File: src/rtl/mem_if_pkg.sv
// Shared definitions for the native memory-bus initiator: FSM states,
// default bus widths, strobe constants and the queued command layout.
package mem_if_pkg;

  localparam int ADDR_W_DEF = 16;
  localparam int DATA_W_DEF = 32;

  localparam logic [3:0] WSTRB_READ = 4'b0000;
  localparam logic [3:0] WSTRB_WORD = 4'b1111;

  typedef enum logic [1:0] {
    IDLE = 2'd0,
    REQ  = 2'd1,
    GAP  = 2'd2
  } state_t;

  // Command record at the default widths; packed MSB-first as {instr, wstrb, wdata, addr}.
  typedef struct packed {
    logic                  instr;
    logic [3:0]            wstrb;
    logic [DATA_W_DEF-1:0] wdata;
    logic [ADDR_W_DEF-1:0] addr;
  } cmd_t;

  function automatic int cmd_width(input int addr_w, input int data_w);
    return 1 + 4 + data_w + addr_w;
  endfunction

endpackage

File: src/rtl/mem_initiator_if.sv
// Native memory bus between an initiator (master) and a responder (slave).
interface mem_initiator_if
  import mem_if_pkg::*;
#(
  parameter int ADDR_W = ADDR_W_DEF,
  parameter int DATA_W = DATA_W_DEF
);

  logic              mem_valid;
  logic              mem_instr;
  logic [ADDR_W-1:0] mem_addr;
  logic [DATA_W-1:0] mem_wdata;
  logic [3:0]        wstrb;
  logic              mem_ready;
  logic [DATA_W-1:0] mem_rdata;

  modport master (
    output mem_valid, mem_instr, mem_addr, mem_wdata, wstrb,
    input  mem_ready, mem_rdata
  );

  modport slave (
    input  mem_valid, mem_instr, mem_addr, mem_wdata, wstrb,
    output mem_ready, mem_rdata
  );

endinterface

File: src/rtl/cmd_fifo.sv
// Synchronous command queue with first-word fall-through read data.
// Pointers carry one extra wrap bit to tell full from empty.
module cmd_fifo #(
  parameter int WIDTH = 53,
  parameter int DEPTH = 4
) (
  input  logic             clk,
  input  logic             reset,
  input  logic             push,
  input  logic [WIDTH-1:0] wdata,
  input  logic             pop,
  output logic [WIDTH-1:0] rdata,
  output logic             full,
  output logic             empty
);

  localparam int PTR_W = $clog2(DEPTH);

  logic [WIDTH-1:0] mem [DEPTH];
  logic [PTR_W:0]   wr_ptr;
  logic [PTR_W:0]   rd_ptr;

  // NOTE: sequential state always uses non-blocking assignments so every
  // register samples pre-edge values regardless of block ordering.
  always_ff @(posedge clk) begin
    if (reset) begin
      wr_ptr <= '0;
      rd_ptr <= '0;
    end else begin
      if (push && !full)
        wr_ptr <= wr_ptr + 1'b1;
      if (pop && !empty)
        rd_ptr <= rd_ptr + 1'b1;
    end
  end

  // NOTE: the storage array is deliberately not reset; the pointers alone
  // decide which entries are valid.
  always_ff @(posedge clk) begin
    if (push && !full)
      mem[wr_ptr[PTR_W-1:0]] <= wdata;
  end

  assign rdata = mem[rd_ptr[PTR_W-1:0]];
  assign empty = (wr_ptr == rd_ptr);
  assign full  = (wr_ptr[PTR_W] != rd_ptr[PTR_W]) &&
                 (wr_ptr[PTR_W-1:0] == rd_ptr[PTR_W-1:0]);

endmodule

File: src/rtl/mem_initiator.sv
// Bus master that issues queued commands one at a time on the native memory
// bus, holding each request until mem_ready or timeout, and returns a response.
module mem_initiator
  import mem_if_pkg::*;
#(
  parameter int FIFO_DEPTH = 4,
  parameter int TIMEOUT    = 255,
  parameter int GAP_CYCLES = 1,
  parameter int ADDR_W     = ADDR_W_DEF,
  parameter int DATA_W     = DATA_W_DEF
) (
  input  logic              clk,
  input  logic              reset,
  input  logic              cmd_valid,
  output logic              cmd_ready,
  input  logic [ADDR_W-1:0] cmd_addr,
  input  logic [DATA_W-1:0] cmd_wdata,
  input  logic [3:0]        cmd_wstrb,
  input  logic              cmd_instr,
  output logic              rsp_valid,
  input  logic              rsp_ready,
  output logic [DATA_W-1:0] rsp_rdata,
  output logic              rsp_timeout,
  output logic              busy,
  output logic [15:0]       txn_count,
  output logic              err_sticky,
  mem_initiator_if.master   bus
);

  localparam int CMD_W = cmd_width(ADDR_W, DATA_W);
  localparam int TO_W  = $clog2(TIMEOUT + 2);
  localparam int GAP_W = $clog2(GAP_CYCLES + 2);
  localparam logic [TO_W-1:0]  TO_LAST  = TO_W'((TIMEOUT == 0) ? 0 : TIMEOUT - 1);
  localparam logic [GAP_W-1:0] GAP_LAST = GAP_W'(GAP_CYCLES - 1);

  state_t state, state_next;

  logic [CMD_W-1:0]  fifo_in, fifo_out;
  logic              fifo_full, fifo_empty;
  logic              pop, done, abort;
  logic [TO_W-1:0]   to_cnt;
  logic [GAP_W-1:0]  gap_cnt;
  logic              head_instr;
  logic [3:0]        head_wstrb;
  logic [DATA_W-1:0] head_wdata;
  logic [ADDR_W-1:0] head_addr;

  assign fifo_in = {cmd_instr, cmd_wstrb, cmd_wdata, cmd_addr};
  assign {head_instr, head_wstrb, head_wdata, head_addr} = fifo_out;

  cmd_fifo #(.WIDTH(CMD_W), .DEPTH(FIFO_DEPTH)) u_fifo (
    .clk   (clk),
    .reset (reset),
    .push  (cmd_valid),
    .wdata (fifo_in),
    .pop   (pop),
    .rdata (fifo_out),
    .full  (fifo_full),
    .empty (fifo_empty)
  );

  always_ff @(posedge clk) begin
    if (reset) state <= IDLE;
    else       state <= state_next;
  end

  // NOTE: every always_comb output gets a default first, so no path through
  // the case statement can leave a value held and infer a latch.
  always_comb begin
    state_next = state;
    pop        = 1'b0;
    done       = 1'b0;
    abort      = 1'b0;
    unique case (state)
      IDLE: if (!fifo_empty && !rsp_valid) begin
        pop        = 1'b1;
        state_next = REQ;
      end
      // mem_ready takes priority over a timeout expiring in the same cycle.
      REQ: if (bus.mem_ready) begin
        done       = 1'b1;
        state_next = GAP;
      end else if (TIMEOUT != 0 && to_cnt == TO_LAST) begin
        abort      = 1'b1;
        state_next = GAP;
      end
      GAP: if (gap_cnt == GAP_LAST) state_next = IDLE;
      default: state_next = IDLE;
    endcase
  end

  assign bus.mem_valid = (state == REQ);
  assign cmd_ready     = !fifo_full;
  assign busy          = (state != IDLE) || !fifo_empty;

  always_ff @(posedge clk) begin
    if (reset || done || abort) begin
      bus.mem_instr <= 1'b0;
      bus.wstrb     <= '0;
      bus.mem_wdata <= '0;
      bus.mem_addr  <= '0;
    end else if (pop) begin
      bus.mem_instr <= head_instr;
      bus.wstrb     <= head_wstrb;
      bus.mem_wdata <= head_wdata;
      bus.mem_addr  <= head_addr;
    end
  end

  always_ff @(posedge clk) begin
    if (reset || pop)           to_cnt <= '0;
    else if (state == REQ)      to_cnt <= to_cnt + 1'b1;
  end

  always_ff @(posedge clk) begin
    if (reset || state != GAP)  gap_cnt <= '0;
    else                        gap_cnt <= gap_cnt + 1'b1;
  end

  always_ff @(posedge clk) begin
    if (reset) begin
      rsp_valid   <= 1'b0;
      rsp_rdata   <= '0;
      rsp_timeout <= 1'b0;
      txn_count   <= '0;
      err_sticky  <= 1'b0;
    end else if (done) begin
      rsp_valid   <= 1'b1;
      rsp_rdata   <= bus.mem_rdata;
      rsp_timeout <= 1'b0;
      txn_count   <= txn_count + 1'b1;
    end else if (abort) begin
      rsp_valid   <= 1'b1;
      rsp_rdata   <= '0;
      rsp_timeout <= 1'b1;
      err_sticky  <= 1'b1;
    end else if (rsp_valid && rsp_ready) begin
      rsp_valid   <= 1'b0;
    end
  end

endmodule

File: src/flat_wrapper.sv
// flat-port wrapper written by rule: the top's interface ports become plain ports
module mem_initiator_flat import mem_if_pkg::*;
#(
  parameter int FIFO_DEPTH = 4,
  parameter int TIMEOUT    = 255,
  parameter int GAP_CYCLES = 1,
  parameter int ADDR_W     = ADDR_W_DEF,
  parameter int DATA_W     = DATA_W_DEF
)
  (clk, reset, cmd_valid, cmd_ready, cmd_addr, cmd_wdata, cmd_wstrb, cmd_instr, rsp_valid, rsp_ready, rsp_rdata, rsp_timeout, busy, txn_count, err_sticky, bus_mem_valid, bus_mem_instr, bus_mem_addr, bus_mem_wdata, bus_wstrb, bus_mem_ready, bus_mem_rdata);
  mem_initiator_if #(.ADDR_W(ADDR_W), .DATA_W(DATA_W)) bus_i ();
  input  logic clk;
  input  logic reset;
  input  logic cmd_valid;
  output logic cmd_ready;
  input  logic [ADDR_W-1:0] cmd_addr;
  input  logic [DATA_W-1:0] cmd_wdata;
  input  logic [3:0] cmd_wstrb;
  input  logic cmd_instr;
  output logic rsp_valid;
  input  logic rsp_ready;
  output logic [DATA_W-1:0] rsp_rdata;
  output logic rsp_timeout;
  output logic busy;
  output logic [15:0] txn_count;
  output logic err_sticky;
  output wire logic [$bits(bus_i.mem_valid)-1:0] bus_mem_valid;
  output wire logic [$bits(bus_i.mem_instr)-1:0] bus_mem_instr;
  output wire logic [$bits(bus_i.mem_addr)-1:0] bus_mem_addr;
  output wire logic [$bits(bus_i.mem_wdata)-1:0] bus_mem_wdata;
  output wire logic [$bits(bus_i.wstrb)-1:0] bus_wstrb;
  input wire logic [$bits(bus_i.mem_ready)-1:0] bus_mem_ready;
  input wire logic [$bits(bus_i.mem_rdata)-1:0] bus_mem_rdata;
  assign bus_mem_valid = bus_i.mem_valid;
  assign bus_mem_instr = bus_i.mem_instr;
  assign bus_mem_addr = bus_i.mem_addr;
  assign bus_mem_wdata = bus_i.mem_wdata;
  assign bus_wstrb = bus_i.wstrb;
  assign bus_i.mem_ready = bus_mem_ready;
  assign bus_i.mem_rdata = bus_mem_rdata;
  mem_initiator #(.FIFO_DEPTH(FIFO_DEPTH), .TIMEOUT(TIMEOUT), .GAP_CYCLES(GAP_CYCLES), .ADDR_W(ADDR_W), .DATA_W(DATA_W)) u_core (.clk(clk), .reset(reset), .cmd_valid(cmd_valid), .cmd_ready(cmd_ready), .cmd_addr(cmd_addr), .cmd_wdata(cmd_wdata), .cmd_wstrb(cmd_wstrb), .cmd_instr(cmd_instr), .rsp_valid(rsp_valid), .rsp_ready(rsp_ready), .rsp_rdata(rsp_rdata), .rsp_timeout(rsp_timeout), .busy(busy), .txn_count(txn_count), .err_sticky(err_sticky), .bus(bus_i));
endmodule
File: config.mk
export PLATFORM = sky130hd
export DESIGN_NAME = mem_initiator_flat
export DESIGN_NICKNAME = d
export VERILOG_FILES = /design/src/rtl/mem_if_pkg.sv /design/src/rtl/mem_initiator_if.sv /design/src/rtl/cmd_fifo.sv /design/src/rtl/mem_initiator.sv /design/src/flat_wrapper.sv
export SDC_FILE = /design/constraint.sdc
export NUM_CORES = 1
export LEC_CHECK = 0
export CAP_MARGIN = 0
export CORE_MARGIN = 5
export CORE_UTILIZATION = 48
export DETAILED_ROUTE_END_ITERATION = 7
export GPL_TIMING_DRIVEN = 0
export PLACE_DENSITY_LB_ADDON = 0.3
export SYNTH_ARGS = -nofsm -noshare
export SYNTH_HDL_FRONTEND = slang
export SYNTH_SLANG_ARGS = --single-unit
export TNS_END_PERCENT = 30
File: constraint.sdc
create_clock -name clk -period 2.87 [get_ports clk]
set_clock_uncertainty 0.1 [all_clocks]
set_input_delay 0.574 -clock clk [delete_from_list [all_inputs] [get_ports clk]]
set_output_delay 0.574 -clock clk [all_outputs]
set_load 0.03 [all_outputs]
==> impl_metrics.json, run 1 <==
{
  "setup_viol": 0,
  "clk_path_buf_depth": 3,
  "status": "finished clean",
  "crit_buf_inv": 2,
  "grt_pass1_vias": 7389,
  "crit_family": "buffers and inverters",
  "synth_area_um2": 12200,
  "syn_nets": 892,
  "crit_path_max_fanout": 10,
  "whs_ns": 0.322,
  "drive_gt1_share_pct": 14.0,
  "path_class": "register to output port",
  "wl_per_cell_um": 18.9,
  "synth_cell_types": 44,
  "switching_share_pct": 30.2,
  "r2r_start": "u_core.u_fifo.rd_ptr[1]",
  "p_leak_nw": 5.36,
  "vias_per_cell": 5.26,
  "slowest_delay_ns": 0.42,
  "root_buffer": "clkbuf_16",
  "min_from": "u_core.gap_cnt[0]",
  "synth_edf_count": 212,
  "yosysSeqAreaShare_pct": 72.2,
  "fp-row-count": 58,
  "holdCritPathClass": "register to register",
  "cts_tree": "yes",
  "initial_core_util_pct": 48.7,
  "finalMaxSlewViolations": 0,
  "grt_max_degree": 55,
  "pwr-share-clk_pct": 31.9,
  "tightestPinTransition_ns": 0.860,
  "vias": 7275,
  "irDropWorstVdd_uv": 627,
  "finish.utilization_pct": 63.0,
  "crit_required_ns": 2.20,
  "grt_pass1_wl_mm": 40.8,
  "antenna_found_initial": 1,
  "post-place-ws_ns": -0.00760,
  "die-area_um2": 28800,
  "diodes": 0,
  "min_period_ns": 2.68,
  "power_density_nw_per_um2": 918,
  "core_area_um2": 25100,
  "synthToLayoutAreaGrowth_pct": 29.3,
  "clk_pin_slew_ns": 0.05,
  "io_buffer_count": 195,
  "drv_cap": 0,
  "design.portCount": 197,
  "hold_viol": 0,
  "synth_top_area_share_pct": 52.0,
  "seqPwrFrac_pct": 41.0,
  "endpoint_kind": "output port",
  "p_switching_mw": 4.39,
  "dp.final_hpwl_mm": 16.6,
  "cp_data_arrival_time_ns": 2.00,
  "grt_overflow": 0,
  "slew_headroom_pct": 42.7,
  "ctsHoldBuffers": 0,
  "crit_path_top_delay_cell": "dlygate4sd2_1",
  "ys_warn_count": 0,
  "gp_congestion": 0.780,
  "synthArstFlopShare_pct": 0,
  "drt_pass1_iterations": 5,
  "ys_seq_elements": 335,
  "path_cells": "buf_2 > xor2_2 > nor2_1 > nand3_1 > dlygate4sd2_1",
  "cp-start-kind": "register",
  "drc": 0,
  "post-route-period-util_pct": 93.3,
  "cts_sinks": 335,
  "die_h_um": 170,
  "rsz0062_at_grt": "false",
  "fillers": 1912,
  "yosys.area.top_type": "edfxtp_1",
  "cts_max_level": 2,
  "p_int_mw": 10.1,
  "clk_latency_ns": 0.51,
  "syn_avg_cell_area_um2": 15.4,
  "crit_start": "u_core.u_fifo.rd_ptr[1]",
  "worst_slack_ns": 0.193,
  "synthFlopType": "edfxtp_1",
  "ant_nets": 0,
  "netlist_instances": 793,
  "yosys-top-cells-area": "edfxtp_1 52%, dfxtp_1 20%, mux4_2 9.8%",
  "drt_iter0_drc": 514,
  "die_w_um": 170,
  "grtUsageTotal_pct": 18.1,
  "fmax_mhz": 374,
  "wl_mm": 26.2,
  "combPwrFrac_pct": 27.1,
  "cts_buffers": 36,
  "layout.nets": 1125,
  "total_power_mw": 14.5
}
-- stage by stage --
stage	setup TNS (ns)	cell area, µm²	cells
after floorplan	-0.335	12200	793
after global placement	-170.36	14600	1318
after detailed placement	-0.00760	14600	1318
after CTS	0	15800	1384
after global routing	0	15800	1384
final	0	15800	1384
-- sequential cells by signal, summed over array words and instances, names as in the netlist --
register,count
u_core.state,2
u_core.u_fifo.wr_ptr,3
u_core.bus.mem_instr,1
u_core.rsp_rdata,32
u_core.err_sticky,1
u_core.to_cnt,9
u_core.u_fifo.mem,212
u_core.txn_count,16
u_core.bus.wstrb,4
u_core.bus.mem_addr,16
u_core.bus.mem_wdata,32
u_core.gap_cnt,2
u_core.rsp_valid,1
u_core.u_fifo.rd_ptr,3
u_core.rsp_timeout,1
-- kinds of logic after synthesis --
kind of cell             after synthesis  share of synthesized area (%)
multiplexers                          57                           10.1
flip-flops                           335                           72.2
XOR/XNOR                              22                           1.58
adder cells (fa/ha/maj)                9                          0.921
AO/OA/AOI/OAI                        110                           5.73
buffers and inverters                 56                           2.07
AND/OR/NAND/NOR                      204                           7.42
-- power groups by stage --
stage                     Sequential (mW)  Combinational, mW  Clock [mW]
after floorplan                      6.69               1.81           0
after global placement               6.05               3.95           0
after detailed placement             6.06               3.99           0
after CTS                            5.97               4.01        4.74
after global routing                 6.02               4.27        4.97
final                                5.96               3.94        4.63
-- area by class of cell --
class	instances	area (µm²)	area share, %
Sequential cell	335	8830	55.8
Multi-Input combinational cell	402	3170	20.0
Timing Repair Buffer	195	1950	12.3
Clock buffer	49	1010	6.40
Tap cell	330	413	2.61
Buffer	43	208	1.31
Clock inverter	17	189	1.19
Inverter	13	48.8	0.308
-- Yosys cell counts (2+ instances only) --
master,n
a21oi_1,64
a22o_1,32
and2_1,4
and3_1,2
buf_1,2
buf_2,22
buf_4,2
clkbuf_1,16
dfxtp_1,123
edfxtp_1,212
ha_1,9
inv_1,13
mux2_2,3
mux4_2,53
nand2_1,120
nand3_1,11
nand4_1,3
nor2_1,35
nor2b_1,5
nor3_1,6
nor3b_1,2
nor4_1,2
o21ai_0,6
o31a_1,2
or3_1,5
xnor2_1,12
xor2_1,10
-- layout by cell type, fill, tap and decap left out, types with 6 or more instances in the layout --
master	count
a22o_1	32
xnor2_1	12
clkbuf_16	37
nor3_1	6
nand3_1	11
mux4_2	53
a21oi_1	64
o21ai_0	6
edfxtp_1	212
clkbuf_1	22
nand2_1	120
buf_2	21
dfxtp_1	123
inv_1	13
nor2_1	35
clkdlybuf4s50_1	192
xor2_1	9
clkinv_2	8
ha_1	9
-- worst paths after layout --
kind	endpoint	slack, ns	cells past startpoint
max	busy	0.19	5
max reg2reg	u_core.u_fifo.mem[3][44]	0.39	4
min reg2reg	u_core.gap_cnt[0]	0.32	1
min	u_core.gap_cnt[0]	0.32	1
-- per-layer routing --
metal	GRT usage (%)	up-vias	wire length, µm
li1	-	3430	-
met1	24.4	3583	11100
met2	30.1	226	12700
met3	4.17	34	1990
met4	4.34	2	372
met5	0	-	13
-- timing repair --
action,CTS,global route
setup buffers,0,0
setup endpoints to repair,3,1
gates resized for setup,6,1
Power figures use the tool's default switching activity.
==> run 2, diff against run 1 <==
CTS_CLUSTER_DIAMETER = 40   (was unset)
GPL_TIMING_DRIVEN = unset   (was 0)
==> impl_metrics.json, run 2 (same netlist as run 1, synthesis figures left out) <==
{
  "tightestPinTransition_ns": 0.830,
  "endpoint_kind": "output port",
  "drt_pass1_iterations": 5,
  "p_switching_mw": 4.61,
  "cts_max_level": 2,
  "combPwrFrac_pct": 26.1,
  "p_leak_nw": 5.44,
  "min_from": "u_core.gap_cnt[0]",
  "crit_buf_inv": 1,
  "crit_required_ns": 2.20,
  "layout_commonest_cell": "edfxtp_1",
  "rsz0062_at_grt": "false",
  "wl_per_cell_um": 18.9,
  "p_int_mw": 10.4,
  "clk_latency_ns": 0.52,
  "slowest_delay_ns": 0.70,
  "holdCritPathClass": "register to register",
  "drv_cap": 0,
  "cp-start-kind": "register",
  "ant_nets": 0,
  "power_density_nw_per_um2": 935,
  "vias_per_cell": 5.30,
  "r2r_start": "u_core.u_fifo.wr_ptr[1]",
  "dp.final_hpwl_mm": 15.6,
  "core_area_um2": 25100,
  "final_cell_mix": "212 x edfxtp_1, 194 x clkdlybuf4s50_1, 121 x dfxtp_1",
  "grt_pass1_wl_mm": 40.9,
  "irDropWorstVdd_uv": 703,
  "placed_cells": 1298,
  "die_w_um": 170,
  "synthToLayoutAreaGrowth_pct": 31.5,
  "fmax_mhz": 369,
  "crit_start": "u_core.state[0]",
  "path_cells": "nor2b_1 > clkdlybuf4s50_1",
  "crit_path_top_delay_cell": "clkdlybuf4s50_1",
  "hold_viol": 0,
  "pwr-share-clk_pct": 34.0,
  "grt_overflow": 0,
  "status": "finished clean",
  "drive_gt1_share_pct": 15.2,
  "clk_pin_slew_ns": 0.06,
  "wl_mm": 26.1,
  "initial_core_util_pct": 48.7,
  "diodes": 0,
  "gp_congestion": 0.790,
  "slew_headroom_pct": 44.7,
  "drc": 0,
  "switching_share_pct": 30.6,
  "fp-row-count": 58,
  "cts_sinks": 335,
  "drt_iter0_drc": 484,
  "design.portCount": 197,
  "clk_path_buf_depth": 3,
  "cts_tree": "yes",
  "crit_family": "buffers and inverters",
  "ctsResizeCount": 4,
  "setup_viol": 0,
  "seqPwrFrac_pct": 39.8,
  "finalNonFillerCells": 1375,
  "crit_path_max_fanout": 10,
  "layout.nets": 1111,
  "grt_max_degree": 56,
  "ctsHoldBuffers": 0,
  "antenna_found_initial": 2,
  "grt_pass1_vias": 7477,
  "finalSetupTns_ns": 0,
  "finalMaxSlewViolations": 0,
  "min_period_ns": 2.71,
  "io_buffer_count": 196,
  "cts_setup_buffers": 0,
  "die_h_um": 170,
  "vias": 7292,
  "cp_data_arrival_time_ns": 2.04,
  "root_buffer": "clkbuf_16",
  "grtUsageTotal_pct": 18.0,
  "cts_buffers": 42,
  "path_class": "register to output port",
  "die-area_um2": 28800,
  "post-route-period-util_pct": 94.4,
  "largest_reg_flops": 212
}
## run 2: changes by cell type in the layout (fill, tap and decap cells not counted), sizes merged
cell,change
clkbuf,-12
inv,+7
buf,-5
clkdlybuf4s50,+2
bufinv,-1
clkinvlp,+1
dlygate4sd2,-1
## run 2: power groups by stage
stage | Combinational [mW] | Clock (mW) | Sequential [mW]
final | 3.93 | 5.12 | 5.99
after global routing | 4.24 | 5.47 | 6.06
after CTS | 4.01 | 5.23 | 6.00
after detailed placement | 3.99 | 0 | 6.08
after global placement | 3.95 | 0 | 6.06
after floorplan | 1.81 | 0 | 6.69
## run 2: per-layer routing
layer	part of all wire [%]	GRT usage, %	wire length, µm
met5	0.12	0	31
met4	1.9	4.59	488
met3	8.4	5.15	2190
met2	47	29.6	12400
met1	42	24.0	11000
## run 2: per-stage QoR
stage               util (%)  worst slack (ns)  cell area (µm²)  hold slack [ns]  total power [mW]
CTS                     64.1             0.149            16100            0.322              15.2
floorplan                  -          -0.00316            12200            0.301              8.50
global placement        58.5             0.301            14700            0.307              10.0
global route            64.1            0.0491            16100            0.343              15.8
finish                  64.1             0.159            16100            0.316              15.0
detailed placement      58.5             0.287            14700            0.313              10.1
## run 2: path summary, 6_finish.rpt
check,to,slack (ns),cells past startpoint
worst max-delay path,bus_mem_valid,0.16,2
worst min-delay path,u_core.gap_cnt[0],0.32,1
worst max register to register,u_core.u_fifo.mem[2][2],0.76,4
worst min register to register,u_core.gap_cnt[0],0.32,1
## run 2: area by class of cell
type	instances	area [µm²]
fill	1888	9020
sequential	335	8830
multi-input combinational	402	3190
timing repair buffer	218	2210
clock buffer	53	1130
tap	330	413
clock inverter	24	254
inverter	13	48.8
==> run 3, diff against run 2 <==
MAX_ROUTING_LAYER = met4   (was unset)
==> impl_metrics.json, run 3 (same netlist as run 1, synthesis figures left out) <==
{
  "antenna_found_initial": 2,
  "clk_latency_ns": 0.52,
  "final_cell_mix": "212 x edfxtp_1, 194 x clkdlybuf4s50_1, 121 x dfxtp_1",
  "path_class": "register to output port",
  "crit_path_max_fanout": 10,
  "finalMaxSlewViolations": 0,
  "wl_per_cell_um": 18.9,
  "drv_cap": 0,
  "cp_data_arrival_time_ns": 2.03,
  "crit_buf_inv": 1,
  "endpoint_kind": "output port",
  "ant_nets": 0,
  "grt_overflow": 0,
  "clk_pin_slew_ns": 0.06,
  "die-area_um2": 28800,
  "slew_headroom_pct": 44.5,
  "drt_iter0_drc": 560,
  "layout.nets": 1111,
  "rsz0062_at_grt": "false",
  "die_h_um": 170,
  "ctsHoldBuffers": 0,
  "power_density_nw_per_um2": 935,
  "status": "finished clean",
  "crit_family": "buffers and inverters",
  "initial_core_util_pct": 48.7,
  "dp.final_hpwl_mm": 15.6,
  "clk_path_buf_depth": 3,
  "drt_pass1_iterations": 4,
  "min_period_ns": 2.70,
  "fmax_mhz": 370,
  "ctsResizeCount": 4,
  "combPwrFrac_pct": 26.2,
  "grt_pass1_vias": 7471,
  "grtUsageTotal_pct": 18.6,
  "holdCritPathClass": "register to register",
  "synthToLayoutAreaGrowth_pct": 31.6,
  "vias_per_cell": 5.30,
  "cts_sinks": 335,
  "tightestPinTransition_ns": 0.833,
  "drc": 0,
  "pwr-share-clk_pct": 34.0,
  "switching_share_pct": 30.6,
  "wl_mm": 26.1,
  "finalSetupTns_ns": 0,
  "hold_viol": 0,
  "cts_buffers": 42,
  "seqPwrFrac_pct": 39.8,
  "path_cells": "nor2b_1 > clkdlybuf4s50_1",
  "design.portCount": 197,
  "post-route-period-util_pct": 94.2,
  "fillers": 1886,
  "crit_path_top_delay_cell": "clkdlybuf4s50_1",
  "crit_required_ns": 2.20,
  "core_area_um2": 25100,
  "drive_gt1_share_pct": 15.2,
  "cts_setup_buffers": 0,
  "fp-row-count": 58,
  "finish.utilization_pct": 64.1,
  "p_int_mw": 10.4,
  "root_buffer": "clkbuf_16",
  "setup_viol": 0,
  "p_switching_mw": 4.61,
  "slowest_delay_ns": 0.70,
  "irDropWorstVdd_uv": 702,
  "whs_ns": 0.316,
  "grt_max_degree": 56,
  "vias": 7302,
  "largest_reg_flops": 212,
  "placed_cells": 1298,
  "finalNonFillerCells": 1377,
  "cts_tree": "yes",
  "cp-start-kind": "register",
  "gp_congestion": 0.802,
  "layout_commonest_cell": "edfxtp_1",
  "grt_pass1_wl_mm": 40.9,
  "die_w_um": 170,
  "cts_max_level": 2,
  "p_leak_nw": 5.44,
  "io_buffer_count": 196
}
[run 3: worst reg2reg max path, delay by kind of cell, from the launching register on]
kind	cells	cell delay, ns
buf+inv	1	0.34
flops	1	0.46
compound gates	1	0.33
xor+xnor	1	0.29
simple gates	1	0.24
[run 3: power groups by stage]
stage	Clock [mW]	Combinational, mW	Sequential, mW
after global routing	5.48	4.24	6.06
after CTS	5.23	4.01	6.00
final	5.12	3.94	5.99
after floorplan	0	1.81	6.69
after detailed placement	0	3.99	6.08
after global placement	0	3.95	6.06
[run 3: final cells by class]
type	count	area (µm²)	share of cell area, %
Antenna cell	2	5.00	0.0311
Clock buffer	53	1130	7.04
Clock inverter	24	254	1.58
Inverter	13	48.8	0.303
Multi-Input combinational cell	402	3190	19.8
Sequential cell	335	8830	54.9
Tap cell	330	413	2.57
Timing Repair Buffer	218	2210	13.7
[run 3: layer usage]
layer	routed length [µm]	global-route usage [%]
met1	11200	24.1
met2	12200	29.5
met3	2200	5.03
met4	480	4.59
met5	0	-
[run 3: worst paths after layout]
check	from	endpoint	slack, ns	depth (start not counted)
setup / recovery	u_core.state[0]	bus_mem_valid	0.17	2
hold / removal	u_core.gap_cnt[0]	u_core.gap_cnt[0]	0.32	1
setup reg to reg	u_core.u_fifo.wr_ptr[0]	u_core.u_fifo.mem[2][9]	0.75	4
hold reg to reg	u_core.gap_cnt[0]	u_core.gap_cnt[0]	0.32	1
[run 3: per-stage QoR]
stage                     area (µm²)  setup slack, ns  total power, mW
after floorplan                12200         -0.00316             8.50
after global placement         14700            0.301             10.0
after detailed placement       14700            0.287             10.1
after CTS                      16100            0.149             15.2
after global routing           16100           0.0486             15.8
final                          16100            0.166             15.0
